File: src/rtl/intersection_pkg.sv
// intersection_pkg
//   Shared types and constants for the intersection safety/liveness monitor.
//   - err_type_e       : first-error classification (conflict or liveness)
//   - DEFAULT_CONFLICT : default 4-channel conflict matrix
//                        (ped/up, ped/down, down/turn; symmetric, zero diagonal)
//   - lowest_set()     : index of the lowest set bit of a vector (0 if none)
package intersection_pkg;

  typedef enum logic {
    ERR_CONFLICT = 1'b0,
    ERR_LIVENESS = 1'b1
  } err_type_e;

  localparam logic [15:0] DEFAULT_CONFLICT = 16'h4916;

  // Scans from the top down so the last hit, which is the lowest index, wins.
  function automatic int lowest_set(input logic [31:0] vec);
    int idx;
    idx = 0;
    for (int i = 31; i >= 0; i--) begin
      if (vec[i]) idx = i;
    end
    return idx;
  endfunction

endpackage

File: src/rtl/intersection_chan_timer.sv
// intersection_chan_timer
//   Per-channel liveness timer. Tracks the oldest outstanding request and
//   flags a sticky live_err when green has not arrived by MAX_WAIT cycles
//   after the request cycle.
//   Optional feature macro: INTERSECTION_MONITOR_STATS_EN (adds max_wait).
// Ports
//   clock     in   1       clock, posedge
//   reset     in   1       synchronous, active-high
//   req       in   1       service request (level or pulse)
//   green     in   1       green from the controller
//   deadline  out  1       combinational: this cycle is the missed deadline
//   live_err  out  1       sticky deadline-missed flag
//   max_wait  out  WAIT_W  largest wait served by green (STATS_EN only)
module intersection_chan_timer #(
  parameter int MAX_WAIT = 25,
  parameter int WAIT_W   = $clog2(MAX_WAIT + 1)
) (
  input  logic              clock,
  input  logic              reset,
  input  logic              req,
  input  logic              green,
`ifdef INTERSECTION_MONITOR_STATS_EN
  output logic [WAIT_W-1:0] max_wait,
`endif
  output logic              deadline,
  output logic              live_err
);

  localparam logic [WAIT_W-1:0] LAST_WAIT = WAIT_W'(MAX_WAIT);

  logic              pending;
  logic [WAIT_W-1:0] wait_cnt;

  // Green has priority: a green in the deadline cycle still serves the request.
  always_comb begin
    deadline = pending && (wait_cnt == LAST_WAIT) && !green;
  end

  always_ff @(posedge clock) begin
    if (reset) begin
      pending  <= 1'b0;
      wait_cnt <= '0;
      live_err <= 1'b0;
`ifdef INTERSECTION_MONITOR_STATS_EN
      max_wait <= '0;
`endif
    end else if (green) begin
`ifdef INTERSECTION_MONITOR_STATS_EN
      if (pending && (wait_cnt > max_wait)) max_wait <= wait_cnt;
`endif
      pending  <= 1'b0;
      wait_cnt <= '0;
    end else if (pending && (wait_cnt == LAST_WAIT)) begin
      // Drop the request; a still-high req re-arms it on the next cycle.
      live_err <= 1'b1;
      pending  <= 1'b0;
      wait_cnt <= '0;
    end else if (pending) begin
      // Further requests while pending do not restart the oldest one.
      wait_cnt <= wait_cnt + 1'b1;
    end else if (req) begin
      pending  <= 1'b1;
      wait_cnt <= WAIT_W'(1);
    end
  end

endmodule

File: src/rtl/intersection_monitor.sv
// intersection_monitor
//   Runtime safety/liveness monitor for an N-channel intersection controller.
//   Flags conflicting greens, per-channel missed service deadlines, and
//   captures the first error with its type, channel and cycle stamp.
//   Optional feature macro: INTERSECTION_MONITOR_STATS_EN (adds max_wait).
// Ports
//   clock            in   1              clock, posedge
//   reset            in   1              synchronous, active-high
//   req              in   NUM_CH         per-channel service request
//   green            in   NUM_CH         per-channel green
//   live_err         out  NUM_CH         sticky missed-deadline flags
//   conf_err         out  1              sticky conflicting-green flag
//   any_err          out  1              OR of all error flags (registered)
//   first_err_valid  out  1              first error captured
//   first_err_type   out  1              0 = conflict, 1 = liveness
//   first_err_ch     out  CH_W           channel of the first error
//   first_err_stamp  out  STAMP_W        cycle stamp of the detecting cycle
//   max_wait         out  NUM_CH*WAIT_W  per-channel largest served wait (STATS_EN only)
module intersection_monitor
  import intersection_pkg::*;
#(
  parameter int                         NUM_CH   = 4,
  parameter int                         MAX_WAIT = 25,
  parameter logic [NUM_CH*NUM_CH-1:0]   CONFLICT = DEFAULT_CONFLICT,
  parameter int                         STAMP_W  = 32,
  localparam int                        CH_W     = (NUM_CH > 1) ? $clog2(NUM_CH) : 1,
  localparam int                        WAIT_W   = $clog2(MAX_WAIT + 1)
) (
  input  logic                       clock,
  input  logic                       reset,
  input  logic [NUM_CH-1:0]          req,
  input  logic [NUM_CH-1:0]          green,
`ifdef INTERSECTION_MONITOR_STATS_EN
  output logic [NUM_CH*WAIT_W-1:0]   max_wait,
`endif
  output logic [NUM_CH-1:0]          live_err,
  output logic                       conf_err,
  output logic                       any_err,
  output logic                       first_err_valid,
  output logic                       first_err_type,
  output logic [CH_W-1:0]            first_err_ch,
  output logic [STAMP_W-1:0]         first_err_stamp
);

  logic [NUM_CH-1:0]  deadline;
  logic [NUM_CH-1:0]  conf_vec;
  logic               conf_hit;
  logic               live_hit;
  logic [STAMP_W-1:0] stamp;

  for (genvar g = 0; g < NUM_CH; g++) begin : g_chan
    intersection_chan_timer #(
      .MAX_WAIT (MAX_WAIT),
      .WAIT_W   (WAIT_W)
    ) u_timer (
      .clock    (clock),
      .reset    (reset),
      .req      (req[g]),
      .green    (green[g]),
`ifdef INTERSECTION_MONITOR_STATS_EN
      .max_wait (max_wait[g*WAIT_W +: WAIT_W]),
`endif
      .deadline (deadline[g]),
      .live_err (live_err[g])
    );
  end

  // Mark both members of every violating pair; the lowest marked index is
  // then the lowest i of any violating pair.
  always_comb begin
    conf_vec = '0;
    for (int i = 0; i < NUM_CH; i++) begin
      for (int j = 0; j < NUM_CH; j++) begin
        if (CONFLICT[i*NUM_CH+j] && green[i] && green[j]) begin
          conf_vec[i] = 1'b1;
          conf_vec[j] = 1'b1;
        end
      end
    end
    conf_hit = |conf_vec;
    live_hit = |deadline;
  end

  always_ff @(posedge clock) begin
    if (reset) begin
      stamp           <= '0;
      conf_err        <= 1'b0;
      any_err         <= 1'b0;
      first_err_valid <= 1'b0;
      first_err_type  <= ERR_CONFLICT;
      first_err_ch    <= '0;
      first_err_stamp <= '0;
    end else begin
      if (stamp != '1) stamp <= stamp + 1'b1;
      if (conf_hit) conf_err <= 1'b1;
      if (conf_hit || live_hit) any_err <= 1'b1;
      if (!first_err_valid && (conf_hit || live_hit)) begin
        first_err_valid <= 1'b1;
        first_err_stamp <= stamp;
        // Conflict wins over a liveness failure in the same cycle.
        if (conf_hit) begin
          first_err_type <= ERR_CONFLICT;
          first_err_ch   <= CH_W'(lowest_set(32'(conf_vec)));
        end else begin
          first_err_type <= ERR_LIVENESS;
          first_err_ch   <= CH_W'(lowest_set(32'(deadline)));
        end
      end
    end
  end

endmodule

File: config.mk
export PLATFORM = sky130hd
export DESIGN_NAME = intersection_monitor
export DESIGN_NICKNAME = d
export VERILOG_FILES = /design/src/rtl/intersection_pkg.sv /design/src/rtl/intersection_chan_timer.sv /design/src/rtl/intersection_monitor.sv
export SDC_FILE = /design/constraint.sdc
export NUM_CORES = 1
export LEC_CHECK = 0
export ABC_AREA = 1
export ABC_CLOCK_PERIOD_IN_PS = 4400
export CORE_MARGIN = 3
export CORE_UTILIZATION = 50
export CTS_CLUSTER_DIAMETER = 30
export DETAILED_ROUTE_END_ITERATION = 10
export PLACE_DENSITY_LB_ADDON = 0.08
export SLEW_MARGIN = 20
export SYNTH_ARGS = -nofsm -noshare
export SYNTH_HDL_FRONTEND = slang
export SYNTH_HIERARCHICAL = 1
export SYNTH_SLANG_ARGS = --single-unit
File: constraint.sdc
create_clock -name clock -period 4.4 [get_ports clock]
set_input_delay 0.88 -clock clock [delete_from_list [all_inputs] [get_ports clock]]
set_output_delay 0.88 -clock clock [all_outputs]
set_load 0.01 [all_outputs]
==> key figures <==
Yosys
  – Synth Register Bits: 98
  – Ys Warns: 6
  – Seq/Total Area, Yosys: 41.3%
  – Synth Instances: approximately 700
  – Largest cells by area after synthesis: dfxtp_1, nor2_1, nand2_1, inv_1, nand3_1
  – Post-synthesis xor/xnor area fraction: under 10%
  – Multiplexer share of the synthesized area: 0%
  – Largest family of logic cells by synthesized area: simple AND/OR/NAND/NOR gates
  – Mapped cell area: approximately 4800 um2
  – Cell variety after synth: 28
  – Synth top area share: between 40% and 50%
  – Biggest area consumer among synthesized cells: dfxtp_1
  – Compound-Gate Fraction of Synth Area: 8.10%
  – Synth Area in Simple Gates: a little under two fifths
  – Area share of fa/ha/maj cells after synthesis: under 10%
  – Post-Syn Area per Cell: 6.77 um2
  – Syn_nets: between 700 and 800

Power
  – VDD IR max: 168 uV
  – Total power: approximately 1.7 mW
  – Static Leak: about 2.3 nW
  – Sw Share: 26.1%
  – P_int: between 1 and 1.5 mW
  – Psw: between 400 and 500 uW
  – Combinational Power Share: a little under an eighth
  – Clk pwr share: between 30% and 40%
  – Power per cell area: 301 nW/um2
  – Sequential share of power: a little under three fifths

Critical path
  – Setup crit end kind: register
  – R2r setup slk: around 2100 ps
  – WS Path Type: input pin to register
  – Largest fanout on the critical path: 35
  – Reg2reg start: g_chan[0].u_timer/wait_cnt[1]
  – CP startpoint kind: input pin
  – Worst endpoint required time: approximately 4700 ps
  – Critical Path AT: 2870 ps
  – Reg2reg path depth: 13
  – FF-to-FF End: first_err_stamp[26]

CTS
  – Reg clk slew, reported paths: 90 ps
  – Post-CTS setup buffers: 0
  – CTS buffer count: 9
  – Post-CTS Hold Buffers: 0
  – CTS Sinks: 98
  – Clock latency on the worst-skew pair: 370 ps
  – Cts repair resizes: 0
  – Root Buffer: clkbuf_8
  – CTS tree: yes
  – CTS max path bufs: 2
  – H-Tree Depth: 3

Timing
  – Slew at the pin closest to its max-slew limit: around 560 ps
  – Minimum hold slack: about 470 ps
  – Worst Setup Slack, final: 1790 ps
  – Peak Freq: between 300 and 400 MHz
  – Final setup violation count: 0
  – Final slew viol count: 0
  – Total negative setup slack: 0 ps
  – Period minus WS final: about 2600 ps
  – RSZ-0062 raised after global routing: no
  – Hold Violations, Final: 0
  – Slew HR: a little over three fifths
  – Fin crit share: 59.2%
  – Clock skew: 10.5 ps

Global routing
  – First-pass GRT wire length: between 15 and 20 mm
  – Overflow after GRT: 0
  – Vias in the first global route: approximately 3900
  – Initial antenna violation count: 0
  – Largest net degree at the start of global routing: between 50 and 60
  – GRT Overall Usage: between 15 and 20%

Min path
  – HP Class: register to register
  – Hold path cells: 2
  – Hold path start: g_chan[2].u_timer/live_err
  – Worst Hold End: g_chan[2].u_timer/live_err

Placed design
  – Port bufs: a little over 50
  – Pre-CTS setup slack: between 1000 and 1500 ps
  – Final Wtd Congestion: about 0.84
  – Post-DP Area: approximately 5400 um2
  – Hpwl dp: a little under 8 mm

Route
  – Drt wl/cell: between 10 and 15 um
  – Drt via density: ~4.9
  – First drt pass iteration count: 4
  – Final antenna-violating net count: 0
  – DRT iter0 DRCs: around 150
  – Post-route DRC violation count: 0
  – Detailed Route WL: 10.3 mm
  – Via Count: 4285

Floorplanning
  – I/O pin cnt: 52
  – Core ar.: 8980 um2
  – Die area: ~11000 um2
  – Die Ht: roughly 100 um
  – # rows: 34
  – Die X: approximately 100 um
  – Starting Density: a little over half

Layout
  – Area occupied by multi-input gates: ~2400 um2
  – Layout area overhead: 16.5%
  – Finished Cell Area: between 5000 and 6000 um2
  – Storage cell area: 1960 um2
  – # fillers: about 860
  – Most common cell after layout, fill and taps aside: nor2_1
  – Nets: approximately 770
  – Ratio of cells with drive above 1 in the final layout: a little under a tenth
  – Antenna fix cells: 0
  – Most frequent cells in the layout: nor2_1, nand2_1, dfxtp_1

Run
  – Max-Cap Viols: 0

Outcome
  – Status: complete, no violations
==> logic make-up after synthesis <==
logic type / count (synthesis)
compound gates: 71
xor+xnor: 10
fa+ha+maj: 9
buf+inv: 102
flops: 98
simple gates: 412
==> metrics by stage <==
stage / utilization [%] / std cells
floorplan: - / 702
CTS: 61.7 / 883
finish: 61.7 / 883
global route: 61.7 / 883
global placement: 59.7 / 867
detailed placement: 59.7 / 867
==> critical path, stage by stage <==
cell and delay [ps]:
clkdlybuf4s50_1 550, inv_1 70, nand2_2 80, inv_1 50, nor2_1 170, nand3_2 140, nand2_2 80, buf_4 290
inv_2 300, nor2_1 180, nor2_1 60
==> synthesized netlist by cell type (all sizes together) <==
master  count
a21oi      29
a31oi       1
and2        1
buf         8
clkbuf      7
clkinv      1
dfxtp      98
ha          9
inv        86
nand2     155
nand3      56
nand4       3
nor2      193
o211ai      1
o21ai      40
or2         4
xnor2       6
xor2        4
==> final cells by class <==
cell class / count / area share [%]
Clock buffer: 10 / 2.48
Clock inverter: 6 / 0.723
Inverter: 87 / 5.90
Multi-Input combinational cell: 502 / 43.0
Sequential cell: 98 / 35.4
Tap cell: 126 / 2.85
Timing Repair Buffer: 54 / 9.62
==> worst max-delay path by stage <==
stage / startpoint / endpoint / slack (ps) / cells past startpoint
after floorplan: green[0] / first_err_stamp[10] / 2520 / 9
after global placement: green[0] / first_err_stamp[17] / 1480 / 11
after detailed placement: green[0] / first_err_stamp[26] / 1420 / 11
after CTS: green[0] / first_err_stamp[26] / 1810 / 11
after global routing: green[0] / first_err_stamp[11] / 1570 / 11
final: green[0] / first_err_stamp[26] / 1790 / 11
==> power by group through the flow <==
stage | clock network (mW) | logic, mW | registers, mW
floorplan | 0 | 0.0902 | 0.976
global placement | 0 | 0.186 | 0.964
detailed placement | 0 | 0.191 | 0.965
CTS | 0.553 | 0.192 | 0.944
global route | 0.591 | 0.212 | 0.950
finish | 0.532 | 0.188 | 0.944
==> sequential cells by signal (all words and copies together) (netlist names) <==
| register | count |
|---|---|
| g_chan.u_timer/live_err | 4 |
| conf_err | 1 |
| first_err_ch | 2 |
| g_chan.u_timer/pending | 4 |
| first_err_type | 1 |
| first_err_stamp | 32 |
| any_err | 1 |
| stamp | 32 |
| g_chan.u_timer/wait_cnt | 20 |
| first_err_valid | 1 |
==> metal layers <==
metal | vias up | global-route usage, % | wire, um
met5 | - | 0 | 0
met3 | 11 | 3.61 | 411
met2 | 63 | 32.3 | 4740
li1 | 2268 | - | -
met1 | 1943 | 26.6 | 4960
met4 | 0 | 6.27 | 136
No activity file was read; power rests on OpenSTA's default activity.
